==> config.mk <==
export PLATFORM = sky130hd
export DESIGN_NAME = chain_stim_ctrl
export DESIGN_NICKNAME = d
export VERILOG_FILES = /design/src/rtl/chain_stim_ctrl.sv
export SDC_FILE = /design/constraint.sdc
export NUM_CORES = 1
export LEC_CHECK = 0
export ABC_AREA = 1
export CAP_MARGIN = 20
export CORE_ASPECT_RATIO = 0.5
export CORE_MARGIN = 1
export CORE_UTILIZATION = 47
export DETAILED_ROUTE_END_ITERATION = 8
export PLACE_DENSITY = 0.68
export SKIP_CTS_REPAIR_TIMING = 1
export SYNTH_ARGS = -nofsm -noshare
export SYNTH_HDL_FRONTEND = slang
export SYNTH_SLANG_ARGS = --single-unit
==> constraint.sdc <==
create_clock -name myclk -period 3.8 [get_ports myclk]
set_input_delay 1.14 -clock myclk [delete_from_list [all_inputs] [get_ports myclk]]
set_output_delay 1.14 -clock myclk [all_outputs]
set_load 0.05 [all_outputs]
==> src/rtl/chain_stim_ctrl.sv <==
// Stimulus/measurement controller for a gated NOR delay chain: flushes the chain,
// drives a programmable pulse train, then counts synchronized output rises and first-pulse latency.
module chain_stim_ctrl #(
  parameter int unsigned FLUSH_CYC = 4,
  parameter int unsigned TMO_W     = 12
) (
  input  logic             myclk,
  input  logic             myrst_n,
  input  logic             start,
  input  logic [7:0]       pulse_width,
  input  logic [7:0]       gap_width,
  input  logic [7:0]       num_pulses,
  input  logic [TMO_W-1:0] timeout,
  input  logic             chain_out,
  output logic             chain_in,
  output logic             chain_gnd,
  output logic             busy,
  output logic             done,
  output logic             err_timeout,
  output logic [7:0]       out_pulses,
  output logic [TMO_W-1:0] first_lat
);

  localparam int unsigned CNT_W = (TMO_W + 1 > 16) ? TMO_W + 1 : 16;

  typedef enum logic [2:0] {
    S_IDLE, S_FLUSH, S_SETTLE, S_HIGH, S_LOW, S_DRAIN, S_DONE
  } state_t;

  state_t             state, state_d;
  logic [CNT_W-1:0]   cnt;
  logic [7:0]         pw_q, gw_q, np_q, rem;
  logic [TMO_W-1:0]   tmo_q, lat_cnt;
  logic               lat_started, lat_run;
  logic               sync1, sync2, prev;
  logic [1:0]         zcnt;

  logic [7:0]         pw_eff_c, gw_eff_c;
  logic [CNT_W-1:0]   seg_len_c;
  logic               seg_end_c, rise_c, count_en_c, rise_cnt_c, quiet_c, expire_c;

  // Segment length for the current timed state; zero widths behave as one cycle.
  always_comb begin
    pw_eff_c   = (pw_q == 8'd0) ? 8'd1 : pw_q;
    gw_eff_c   = (gw_q == 8'd0) ? 8'd1 : gw_q;
    seg_len_c  = '0;
    case (state)
      S_FLUSH:        seg_len_c = CNT_W'(FLUSH_CYC);
      S_SETTLE, S_LOW: seg_len_c = CNT_W'(gw_eff_c);
      S_HIGH:         seg_len_c = CNT_W'(pw_eff_c);
      default:        seg_len_c = '0;
    endcase
    seg_end_c  = (cnt + CNT_W'(1)) >= seg_len_c;
    rise_c     = sync2 & ~prev;
    count_en_c = (state == S_SETTLE) || (state == S_HIGH) ||
                 (state == S_LOW)    || (state == S_DRAIN);
    rise_cnt_c = rise_c & count_en_c;
    quiet_c    = (state == S_DRAIN) && !sync2 && (zcnt == 2'd3);
    expire_c   = (state == S_DRAIN) && ((cnt + CNT_W'(1)) >= CNT_W'(tmo_q));
  end

  always_ff @(posedge myclk or negedge myrst_n) begin
    if (!myrst_n) state <= S_IDLE;
    else          state <= state_d;
  end

  always_comb begin
    state_d = state;
    case (state)
      S_IDLE:   if (start) state_d = S_FLUSH;
      S_FLUSH:  if (seg_end_c) state_d = S_SETTLE;
      S_SETTLE: if (seg_end_c) state_d = (np_q != 8'd0) ? S_HIGH : S_DRAIN;
      S_HIGH:   if (seg_end_c) state_d = S_LOW;
      S_LOW:    if (seg_end_c) state_d = (rem > 8'd1) ? S_HIGH : S_DRAIN;
      S_DRAIN:  if (quiet_c || expire_c) state_d = S_DONE;
      S_DONE:   state_d = S_IDLE;
      default:  state_d = S_IDLE;
    endcase
  end

  always_ff @(posedge myclk or negedge myrst_n) begin
    if (!myrst_n) begin
      sync1       <= 1'b0;
      sync2       <= 1'b0;
      prev        <= 1'b0;
      cnt         <= '0;
      pw_q        <= '0;
      gw_q        <= '0;
      np_q        <= '0;
      rem         <= '0;
      tmo_q       <= '0;
      lat_cnt     <= '0;
      lat_started <= 1'b0;
      lat_run     <= 1'b0;
      zcnt        <= '0;
      out_pulses  <= '0;
      first_lat   <= '1;
      err_timeout <= 1'b0;
      chain_in    <= 1'b0;
      chain_gnd   <= 1'b1;
      busy        <= 1'b0;
      done        <= 1'b0;
    end else begin
      sync1 <= chain_out;
      sync2 <= sync1;
      prev  <= sync2;
      cnt   <= (state_d != state) ? '0 : cnt + CNT_W'(1);

      if (state == S_IDLE && start) begin
        pw_q        <= pulse_width;
        gw_q        <= gap_width;
        np_q        <= num_pulses;
        rem         <= num_pulses;
        tmo_q       <= timeout;
        out_pulses  <= '0;
        first_lat   <= '1;
        err_timeout <= 1'b0;
        lat_started <= 1'b0;
        lat_run     <= 1'b0;
      end

      if (state == S_LOW && state_d != S_LOW) rem <= rem - 8'd1;

      // Run of consecutive quiet synchronized samples while draining
      if (state != S_DRAIN || sync2) zcnt <= '0;
      else if (zcnt != 2'd3)         zcnt <= zcnt + 2'd1;

      if (rise_cnt_c && out_pulses != 8'hFF) out_pulses <= out_pulses + 8'd1;

      // Latency runs from the first HIGH entry until the first counted rise
      if (state_d == S_HIGH && state != S_HIGH && !lat_started) begin
        lat_started <= 1'b1;
        lat_run     <= 1'b1;
        lat_cnt     <= '0;
      end else if (lat_run) begin
        if (rise_cnt_c) begin
          lat_run   <= 1'b0;
          first_lat <= lat_cnt;
        end else if (lat_cnt != '1) begin
          lat_cnt <= lat_cnt + TMO_W'(1);
        end
      end

      if (expire_c && !quiet_c) err_timeout <= 1'b1;

      chain_in  <= (state_d == S_HIGH);
      chain_gnd <= (state_d == S_IDLE) || (state_d == S_FLUSH) || (state_d == S_DONE);
      busy      <= (state_d != S_IDLE);
      done      <= (state_d == S_DONE);
    end
  end

endmodule

==> metrics.cfg, run 1 <==
[status]
status=completed

[worst_setup_path]
cp_max_fo=13
cp_cell_sequence=inv_1 -> nor3_1 -> or2_2 -> a221oi_1 -> ha_1 -> nand2_1 -> inv_1 -> nand2_1 -> nand2_1 -> nand2_1 -> a21oi_1 -> nor2_2 -> nand2_4 -> o21ai_2 -> inv_1 -> nand3_2 -> nand2_2 -> nor3_4 -> buf_4 -> o21ai_0 -> nand2_1
crit_path_max_incr_delay_ps=470
reg2reg_depth=21
endpoint_kind=flop
arrival_ps=3680
r2r_start=state[1]$_DFF_PN0_
required_ps=4090
cp.depth=21
rrSetupSlack_ps=410
worst-path-buf-inv=4
r2r_end=first_lat[11]$_DFF_PN1_
critical_path.startpoint=state[1]$_DFF_PN0_
crit_family=simple AND/OR/NAND/NOR gates
path_class=flop to flop
cp_slowest_cell=dfrtp_2
crit_top_cell=nand2_1
critPathCapture=first_lat[11]$_DFF_PN1_
startpoint_type=flop

[logic_synthesis]
ys_seq_elements=107
ys_warn_count=0
syn-num-nets=868
synth_seq_area_share_pct=44.17
netlist_area_mm2=0.006098
syn_avg_cell_area_um2=7.613
synthDistinctLibCells=42
synth_cells=801

[place]
dpl-instance-area_mm2=0.006927
numPortBuffers=64
hpwl_um=9515
place_congestion=0.9053

[power_and_ir_drop]
switching_share_pct=45.50
p_sw_mw=2.642
intPower_mw=3.164
power_density_mw_per_mm2=799.2
p_leak_nw=3.599
p_clk_share_pct=17.5
ir_drop_mv=0.5576
pwr-share-seq_pct=33.0
pwr-share-comb_pct=49.6

[flow_run]
max-cap-violations=0

[timing]
relSlewSlack_pct=56.91
tightest_slew_ps=646.3
tns_ps=0
min_period_ps=3390
rsz0062_at_grt=no
clock.fmax_ghz=0.2950
hold_violations=0
skew_ps=10.53
setup_viol=0
fin_crit_sh_pct=89.21
slew_viol_final=0

[global_routing]
overflow=0
grt_busiest_layer=met2
use_met2_pct=37.40
antenna_found_initial=0
grt_usage_pct=21.49
grt_pass1_wl_um=22600
gr-usage-met3_pct=4.396
grt_pass1_vias=4906
grt_start_max_net_pins=108
met1_usage_pct=28.12

[floorplanning]
start_util_pct=49.88
core_area_mm2=0.01223
rows=28
die_area_mm2=0.01346
ios=65
die_w_um=163.1
fp.dieH_um=82.55

[layout]
finalInstanceArea_mm2=0.007266
drive_above_1_share_pct=10.48
utilization_pct=59.42
area_growth_pct=19.14
fin_nets=930
diodes=0
final_common_cell=nand2_1
final_cell_mix=nand2_1 (235), inv_1 (108), dfrtp_1 (93)

[routing]
wl_um=13030
detail_route.vias_per_cell=4.952
drt_iter0_markers=304
dr.pass1.iters=4
drcViolationCount=0
wire_per_inst_um=12.62
ant_nets=0
num_vias=5115

[clocking]
cts_made_buffers=9
cts.path.max_buffers=2
root_buffer=clkbuf_16
htree_levels=3
cts_sinks=107
cts_tree=yes
clkLatencyLatePin_ps=350
cts.clk_slew.worst_paths_ps=70

[worst_hold_path]
hp-class=flop to flop
whs_path_depth=0

## layer usage
| layer | wire, um | vias up |
|---|---|---|
| li1 | - | 2658 |
| met5 | 0 | - |
| met4 | 87 | 0 |
| met3 | 430 | 10 |
| met1 | 6483 | 2388 |
| met2 | 6033 | 59 |
## worst register-to-register path, delay by kind of cell (launching register included)
| family | cells | cell delay [ps] |
|---|---|---|
| AO/OA/AOI/OAI | 4 | 630 |
| adder cells (fa/ha/maj) | 1 | 290 |
| AND/OR/NAND/NOR | 12 | 1450 |
| flip-flops | 1 | 470 |
| buffers and inverters | 4 | 490 |
## kinds of logic (layout without fill, tap and decap cells)
logic type / Yosys count / in the layout / synth area share [%]
simple gates: 406 / 406 / 29.18
fa+ha+maj: 27 / 27 / 5.540
buf+inv: 141 / 208 / 9.192
flops: 107 / 107 / 44.17
compound gates: 103 / 103 / 9.335
xor+xnor: 16 / 16 / 2.421
mux: 1 / 1 / 0.1641
## synthesized netlist by cell type (all sizes together)
cell	number	area, um^2
nand3b	4	30.03
nor4	4	25.02
o32ai	1	8.760
or2	5	31.28
o2111ai	1	8.760
buf	6	53.79
a22oi	6	45.04
nor2	77	351.6
a32o	2	20.02
clkinv	2	7.510
a21oi	15	75.07
nand2	247	967.2
inv	117	439.2
a31o	1	8.760
o31ai	1	7.510
o22ai	1	6.260
nand4	10	62.56
mux2i	1	10.01
ha	27	337.8
nand3	49	250.2
nor3	10	61.31
clkbuf	16	60.06
xnor2	3	26.28
a221oi	1	8.760
o21ai	72	364.1
xor2	13	121.4
dfstp	13	341.6
o21bai	1	7.510
a22o	1	8.760
dfrtp	94	2352
## how the worst min path moves through the flow
stage                    start         endpoint  slack [ps]
2_1_floorplan  sync1$_DFF_PN0_  sync2$_DFF_PN0_         330
3_3_place_gp   sync1$_DFF_PN0_  sync2$_DFF_PN0_         340
3_5_place_dp   sync1$_DFF_PN0_  sync2$_DFF_PN0_         330
4_1_cts        sync1$_DFF_PN0_  sync2$_DFF_PN0_         350
5_1_grt        sync1$_DFF_PN0_  sync2$_DFF_PN0_         350
6_report       sync1$_DFF_PN0_  sync2$_DFF_PN0_         350
## stage by stage
stage	power (mW)	instances	hold slack, ps	worst slack [ps]
global placement	4.707	1017	341.1	423.1
CTS	5.830	1033	350.1	310.5
finish	5.807	1033	349.4	409.9
detailed placement	4.788	1017	334.7	347.0
floorplan	4.084	801	331.2	659.5
global route	6.344	1033	351.6	34.18
## power by group through the flow
stage	Clock [mW]	Combinational, mW	Sequential (mW)
3_5_place_dp	0	2.86	1.93
2_1_floorplan	0	1.92	2.16
4_1_cts	1.04	2.88	1.91
6_report	1.01	2.88	1.91
3_3_place_gp	0	2.79	1.92
5_1_grt	1.08	3.30	1.96
## cell type report
| cell class | instances | area [um^2] |
|---|---|---|
| clock inverters | 4 | 73.82 |
| clock buffers | 12 | 246.5 |
| inverters | 119 | 449.2 |
| well taps | 165 | 206.4 |
| multi-input cells | 553 | 2864 |
| repair buffers | 73 | 730.7 |
| flip-flops and latches | 107 | 2695 |
| fillers | 1107 | 4961 |
## flip-flops by register name (all words and copies together), names as in the netlist, 2 cells and up
signal	flops
cnt	16
first_lat	12
lat_cnt	12
tmo_q	12
gw_q	8
np_q	8
out_pulses	8
pw_q	8
rem	8
state	3
zcnt	2
Power figures use the tool's default switching activity.
==> inputs of run 2 (changes only) <==
PLACE_DENSITY = 0.7   (was 0.68)
clock period = 3.5 ns   (was 3.8 ns; I/O delays follow)
==> metrics.cfg, run 2 (synthesis gave the netlist of run 1 again) <==
[worst_setup_path]
critical_path.startpoint=cnt[0]$_DFF_PN0_
arrival_ps=3570  ; -110 ps
crit_path_max_incr_delay_ps=440  ; -30 ps
r2r_start=cnt[0]$_DFF_PN0_
required_ps=3790  ; -300 ps
worst-path-buf-inv=4  ; unchanged
startpoint_type=flop
cp_slowest_cell=dfrtp_2
critPathCapture=first_lat[9]$_DFF_PN1_
rrSetupSlack_ps=220  ; -190 ps
r2r_end=first_lat[9]$_DFF_PN1_
cp.depth=24  ; +14%
crit_family=simple AND/OR/NAND/NOR gates
path_class=flop to flop
crit_top_cell=nand2_1
cp_max_fo=8  ; -5
endpoint_kind=flop
reg2reg_depth=24  ; +14%
cp_cell_sequence=ha_2 -> nand2_2 -> nor2_4 -> or2_2 -> o21ai_0 -> inv_1 -> ha_1 -> nand2_1 -> inv_1 -> nand2_1 -> a21oi_1 -> nor2_2 -> nand2_4 -> nand2_1 -> nand2_1 -> nand2_1 -> nand2_1 -> nand2_2 -> nand2_4 -> nor3_4 -> buf_6 -> buf_6 -> o21ai_0 -> nand2_1

[layout]
final_cell_mix=nand2_1 (235), inv_1 (106), dfrtp_1 (90)
area_growth_pct=21.58
fin_nets=945  ; +1.6%
fin_cells=1048  ; +1.5%
top_register=cnt
regArea_mm2=0.002699  ; +0.14%
utilization_pct=60.64  ; +1.2 points
fillers=1094  ; -1.2%
largest_reg_flops=16  ; unchanged
drive_above_1_share_pct=13.25  ; +2.8 points
multi_input_area_mm2=0.002913  ; +1.7%
diodes=0  ; unchanged
final_common_cell=nand2_1

[clocking]
htree_levels=3  ; unchanged
cts_tree=yes
cts.path.max_buffers=2  ; unchanged
clkLatencyLatePin_ps=350  ; about the same
cts_sinks=107  ; unchanged
root_buffer=clkbuf_16
cts.clk_slew.worst_paths_ps=70  ; about the same
cts_made_buffers=9  ; unchanged

[routing]
dr.pass1.iters=5  ; +1
wire_per_inst_um=13.14  ; +4.1%
detail_route.vias_per_cell=4.959  ; +0.15%
drt_iter0_markers=332  ; +9.2%
drcViolationCount=0  ; unchanged
num_vias=5197  ; +1.6%
wl_um=13770  ; +5.7%
ant_nets=0  ; unchanged

[power_and_ir_drop]
p_leak_nw=3.663  ; +1.8%
power_mw=6.400  ; +10%
ir_drop_mv=0.6727  ; +21%
pwr-share-comb_pct=51.3  ; +1.7 points
p_sw_mw=2.949  ; +12%
power_density_mw_per_mm2=863.2  ; +8.0%
pwr-share-seq_pct=32.8  ; -0.2 points
switching_share_pct=46.07  ; +0.57 points
intPower_mw=3.451  ; +9.1%
p_clk_share_pct=15.9  ; -1.6 points

[place]
dp.cells=1021  ; +0.39%
numPortBuffers=64  ; unchanged
hpwl_um=9761  ; +2.6%
place_congestion=0.8903  ; -1.7%
pre_cts_ws_ps=5.827  ; -341.1 ps

[timing]
hold_violations=0  ; unchanged
setup_viol=0  ; unchanged
fin_crit_sh_pct=93.75  ; +4.5 points
tns_ps=0  ; unchanged
fin_ws_ps=218.9  ; -191.0 ps
slew_viol_final=0  ; unchanged
min_period_ps=3281  ; -109.0 ps
tightest_slew_ps=661.4  ; +15.04 ps
relSlewSlack_pct=55.91  ; -1.0 points
clock.fmax_ghz=0.3048  ; +3.3%
skew_ps=12.32  ; +1.797 ps

[flow_run]
max-cap-violations=0  ; unchanged

[global_routing]
grt_pass1_vias=4828  ; -1.6%
grt_start_max_net_pins=68  ; -37%
grt_pass1_wl_um=22650  ; +0.24%
antenna_found_initial=0  ; unchanged
grt_usage_pct=21.64  ; +0.15 points
overflow=0  ; unchanged

[floorplanning]
core_area_mm2=0.01223  ; unchanged
fp.dieH_um=82.55  ; unchanged
rows=28  ; unchanged
die_w_um=163.1  ; unchanged
start_util_pct=49.88  ; unchanged
ios=65  ; unchanged
die_area_mm2=0.01346  ; unchanged

[status]
status=completed

[worst_hold_path]
hp-class=flop to flop

[run 2: final cells by class]
class	count	share of cell area, %
sequential	107	36.40
clock inverter	4	0.6750
clock buffer	12	3.324
multi-input combinational	553	39.28
timing repair buffer	88	11.44
tap	165	2.784
inverter	119	6.092
[run 2: per-stage QoR]
stage,area (um^2),hold WS [ps]
after CTS,7253,358.5
after detailed placement,6957,343.5
after floorplan,6098,331.2
after global placement,6957,341.0
after global routing,7415,377.8
final,7415,358.8
[run 2: worst min-delay path by stage]
stage                          startpoint         endpoint  slack [ps]  depth (start not counted)
final                     sync1$_DFF_PN0_  sync2$_DFF_PN0_         360                          0
after global placement    sync1$_DFF_PN0_  sync2$_DFF_PN0_         340                          0
after global routing      sync1$_DFF_PN0_  sync2$_DFF_PN0_         380                          0
after CTS                 sync1$_DFF_PN0_  sync2$_DFF_PN0_         360                          0
after floorplan           sync1$_DFF_PN0_  sync2$_DFF_PN0_         330                          0
after detailed placement  sync1$_DFF_PN0_  sync2$_DFF_PN0_         340                          0
[run 2: per-layer routing]
layer / global-route usage (%) / routed length, um / part of all wire [%] / vias to the layer above
li1: - / - / - / 2677
met2: 36.68 / 6384 / 46 / 75
met1: 28.91 / 6832 / 50 / 2435
met4: 5.327 / 101 / 0.73 / 0
met5: 0 / 0 / 0 / -
met3: 4.096 / 453 / 3.3 / 10
[run 2: worst reg2reg max path, stage by stage (launching register included)]
cell,delay [ps]
dfrtp_2,440
ha_2,220
nand2_2,110
nor2_4,60
or2_2,260
o21ai_0,100
inv_1,110
ha_1,300
nand2_1,60
inv_1,40
nand2_1,50
a21oi_1,70
nor2_2,130
nand2_4,100
nand2_1,80
nand2_1,60
nand2_1,70
nand2_1,60
nand2_2,110
nand2_4,90
nor3_4,220
buf_6,160
buf_6,130
o21ai_0,100
nand2_1,90
[run 2: power groups by stage]
| stage | Combinational (mW) | Sequential, mW | Clock (mW) |
|---|---|---|---|
| after floorplan | 2.09 | 2.35 | 0 |
| after global placement | 3.05 | 2.08 | 0 |
| after detailed placement | 3.13 | 2.09 | 0 |
| after CTS | 3.14 | 2.07 | 1.05 |
| after global routing | 3.70 | 2.14 | 1.10 |
| final | 3.28 | 2.10 | 1.02 |
==> inputs of run 3 (changes only) <==
SETUP_SLACK_MARGIN = 0.2   (was default)
==> metrics.cfg, run 3 (synthesis gave the netlist of run 1 again) <==
[status]
status=completed

[global_routing]
grt_pass1_vias=4828  ; unchanged
grt_pass1_wl_um=22650  ; unchanged
grt_usage_pct=21.64  ; unchanged
antenna_found_initial=0  ; unchanged
overflow=0  ; unchanged
grt_start_max_net_pins=68  ; unchanged

[timing]
setup_viol=0  ; unchanged
relSlewSlack_pct=55.50  ; -0.41 points
min_period_ps=3302  ; +20.87 ps
tightest_slew_ps=667.5  ; +6.135 ps
fin_crit_sh_pct=94.34  ; +0.60 points
rsz0062_at_grt=yes
hold_violations=0  ; unchanged
slew_viol_final=0  ; unchanged
clock.fmax_ghz=0.3028  ; -0.63%
skew_ps=10.17  ; -2.155 ps
fin_ws_ps=198.0  ; -20.87 ps

[place]
numPortBuffers=64  ; unchanged
hpwl_um=9761  ; unchanged
place_congestion=0.8903  ; unchanged
pre_cts_ws_ps=5.827  ; unchanged
dpl-instance-area_mm2=0.006957  ; unchanged

[worst_setup_path]
reg2reg_depth=25  ; +4.2%
arrival_ps=3550  ; -20 ps
endpoint_kind=flop
path_class=flop to flop
startpoint_type=flop
cp_max_fo=8  ; unchanged
required_ps=3750  ; -40 ps

[clocking]
cts_made_buffers=9  ; unchanged
htree_levels=3  ; unchanged
cts_sinks=107  ; unchanged
root_buffer=clkbuf_16
clkLatencyLatePin_ps=350  ; about the same
cts_tree=yes
cts.path.max_buffers=2  ; unchanged
cts.clk_slew.worst_paths_ps=70  ; about the same

[floorplanning]
core_area_mm2=0.01223  ; unchanged
ios=65  ; unchanged
die_w_um=163.1  ; unchanged
die_area_mm2=0.01346  ; unchanged
start_util_pct=49.88  ; unchanged
rows=28  ; unchanged
fp.dieH_um=82.55  ; unchanged

[routing]
ant_nets=0  ; unchanged
dr.pass1.iters=5  ; unchanged
drt_iter0_markers=321  ; -3.3%
drcViolationCount=0  ; unchanged
wl_um=14340  ; +4.1%
wire_per_inst_um=13.51  ; +2.8%
detail_route.vias_per_cell=4.998  ; +0.79%
num_vias=5303  ; +2.0%

[power_and_ir_drop]
power_mw=6.772  ; +5.8%
ir_drop_mv=0.6825  ; +1.4%
p_leak_nw=3.763  ; +2.7%
power_density_mw_per_mm2=886.3  ; +2.7%

[worst_hold_path]
whs_path_depth=0  ; unchanged
hp-class=flop to flop

[layout]
final_cell_mix=nand2_1 (233), inv_1 (103), dfrtp_1 (90)
finalInstanceArea_mm2=0.007641  ; +3.1%
area_growth_pct=25.30
drive_above_1_share_pct=16.85  ; +3.6 points
diodes=0  ; unchanged
top_register=cnt
final_common_cell=nand2_1
fillers=1062  ; -2.9%
largest_reg_flops=16  ; unchanged
utilization_pct=62.49  ; +1.9 points
fin_nets=958  ; +1.4%

[flow_run]
max-cap-violations=0  ; unchanged

-- run 3: layer usage --
layer | share of wire [%] | wire length (um) | global-route usage (%) | vias to the layer above
met5 | 0 | 0 | 0 | -
met4 | 0.96 | 138 | 5.327 | 0
met3 | 3.4 | 482 | 4.096 | 11
met2 | 46 | 6642 | 36.68 | 84
met1 | 49 | 7074 | 28.91 | 2495
li1 | - | - | - | 2713
-- run 3: worst max-delay path: stages, from the launching register on --
cell	delay [ps]
dfrtp_2	470
inv_2	110
nor3_2	50
or2_4	290
buf_4	150
a22oi_2	140
ha_1	280
nand2_1	80
inv_1	40
nand2_1	60
nand2_1	50
nand2_1	70
a21oi_2	60
nor2_2	150
nand2_4	110
clkinv_1	80
nand2_1	50
nand2_1	80
nor2_2	40
nand2_2	100
nand2_4	90
nor3_4	240
buf_12	160
buf_8	120
or2_2	100
inv_1	30
-- run 3: worst paths after layout --
check | startpoint | end | slack (ps)
min reg2reg | sync1$_DFF_PN0_ | sync2$_DFF_PN0_ | 360
max | state[2]$_DFF_PN0_ | lat_cnt[10]$_DFFE_PN0P_ | 200
min | sync1$_DFF_PN0_ | sync2$_DFF_PN0_ | 360
max reg2reg | state[2]$_DFF_PN0_ | lat_cnt[10]$_DFFE_PN0P_ | 200
min in group asynchronous | myrst_n | out_pulses[7]$_DFFE_PN0P_ | 680
max in group asynchronous | myrst_n | state[2]$_DFF_PN0_ | 2030
-- run 3: power by group --
part / switching [mW] / internal [mW] / total, mW
clock network: 0.450 / 0.574 / 1.02
logic: 2.29 / 1.34 / 3.63
registers: 0.378 / 1.74 / 2.12
-- run 3: metrics by stage --
| step | hold slack [ps] | instances | setup TNS [ps] |
|---|---|---|---|
| floorplan | 331.2 | 801 | 0 |
| global placement | 341.0 | 1021 | 0 |
| CTS | 358.5 | 1037 | 0 |
| finish | 356.7 | 1061 | 0 |
| detailed placement | 343.5 | 1021 | 0 |
| global route | 377.8 | 1061 | -82.79 |
-- run 3: area by class of cell --
class	count	area, um^2	share of cell area [%]
Multi-Input combinational cell	554	3017	39.48
Clock buffer	12	246.5	3.226
Inverter	119	454.2	5.944
Clock inverter	4	50.05	0.6550
Timing Repair Buffer	100	968.4	12.67
Sequential cell	107	2699	35.32
Tap cell	165	206.4	2.702
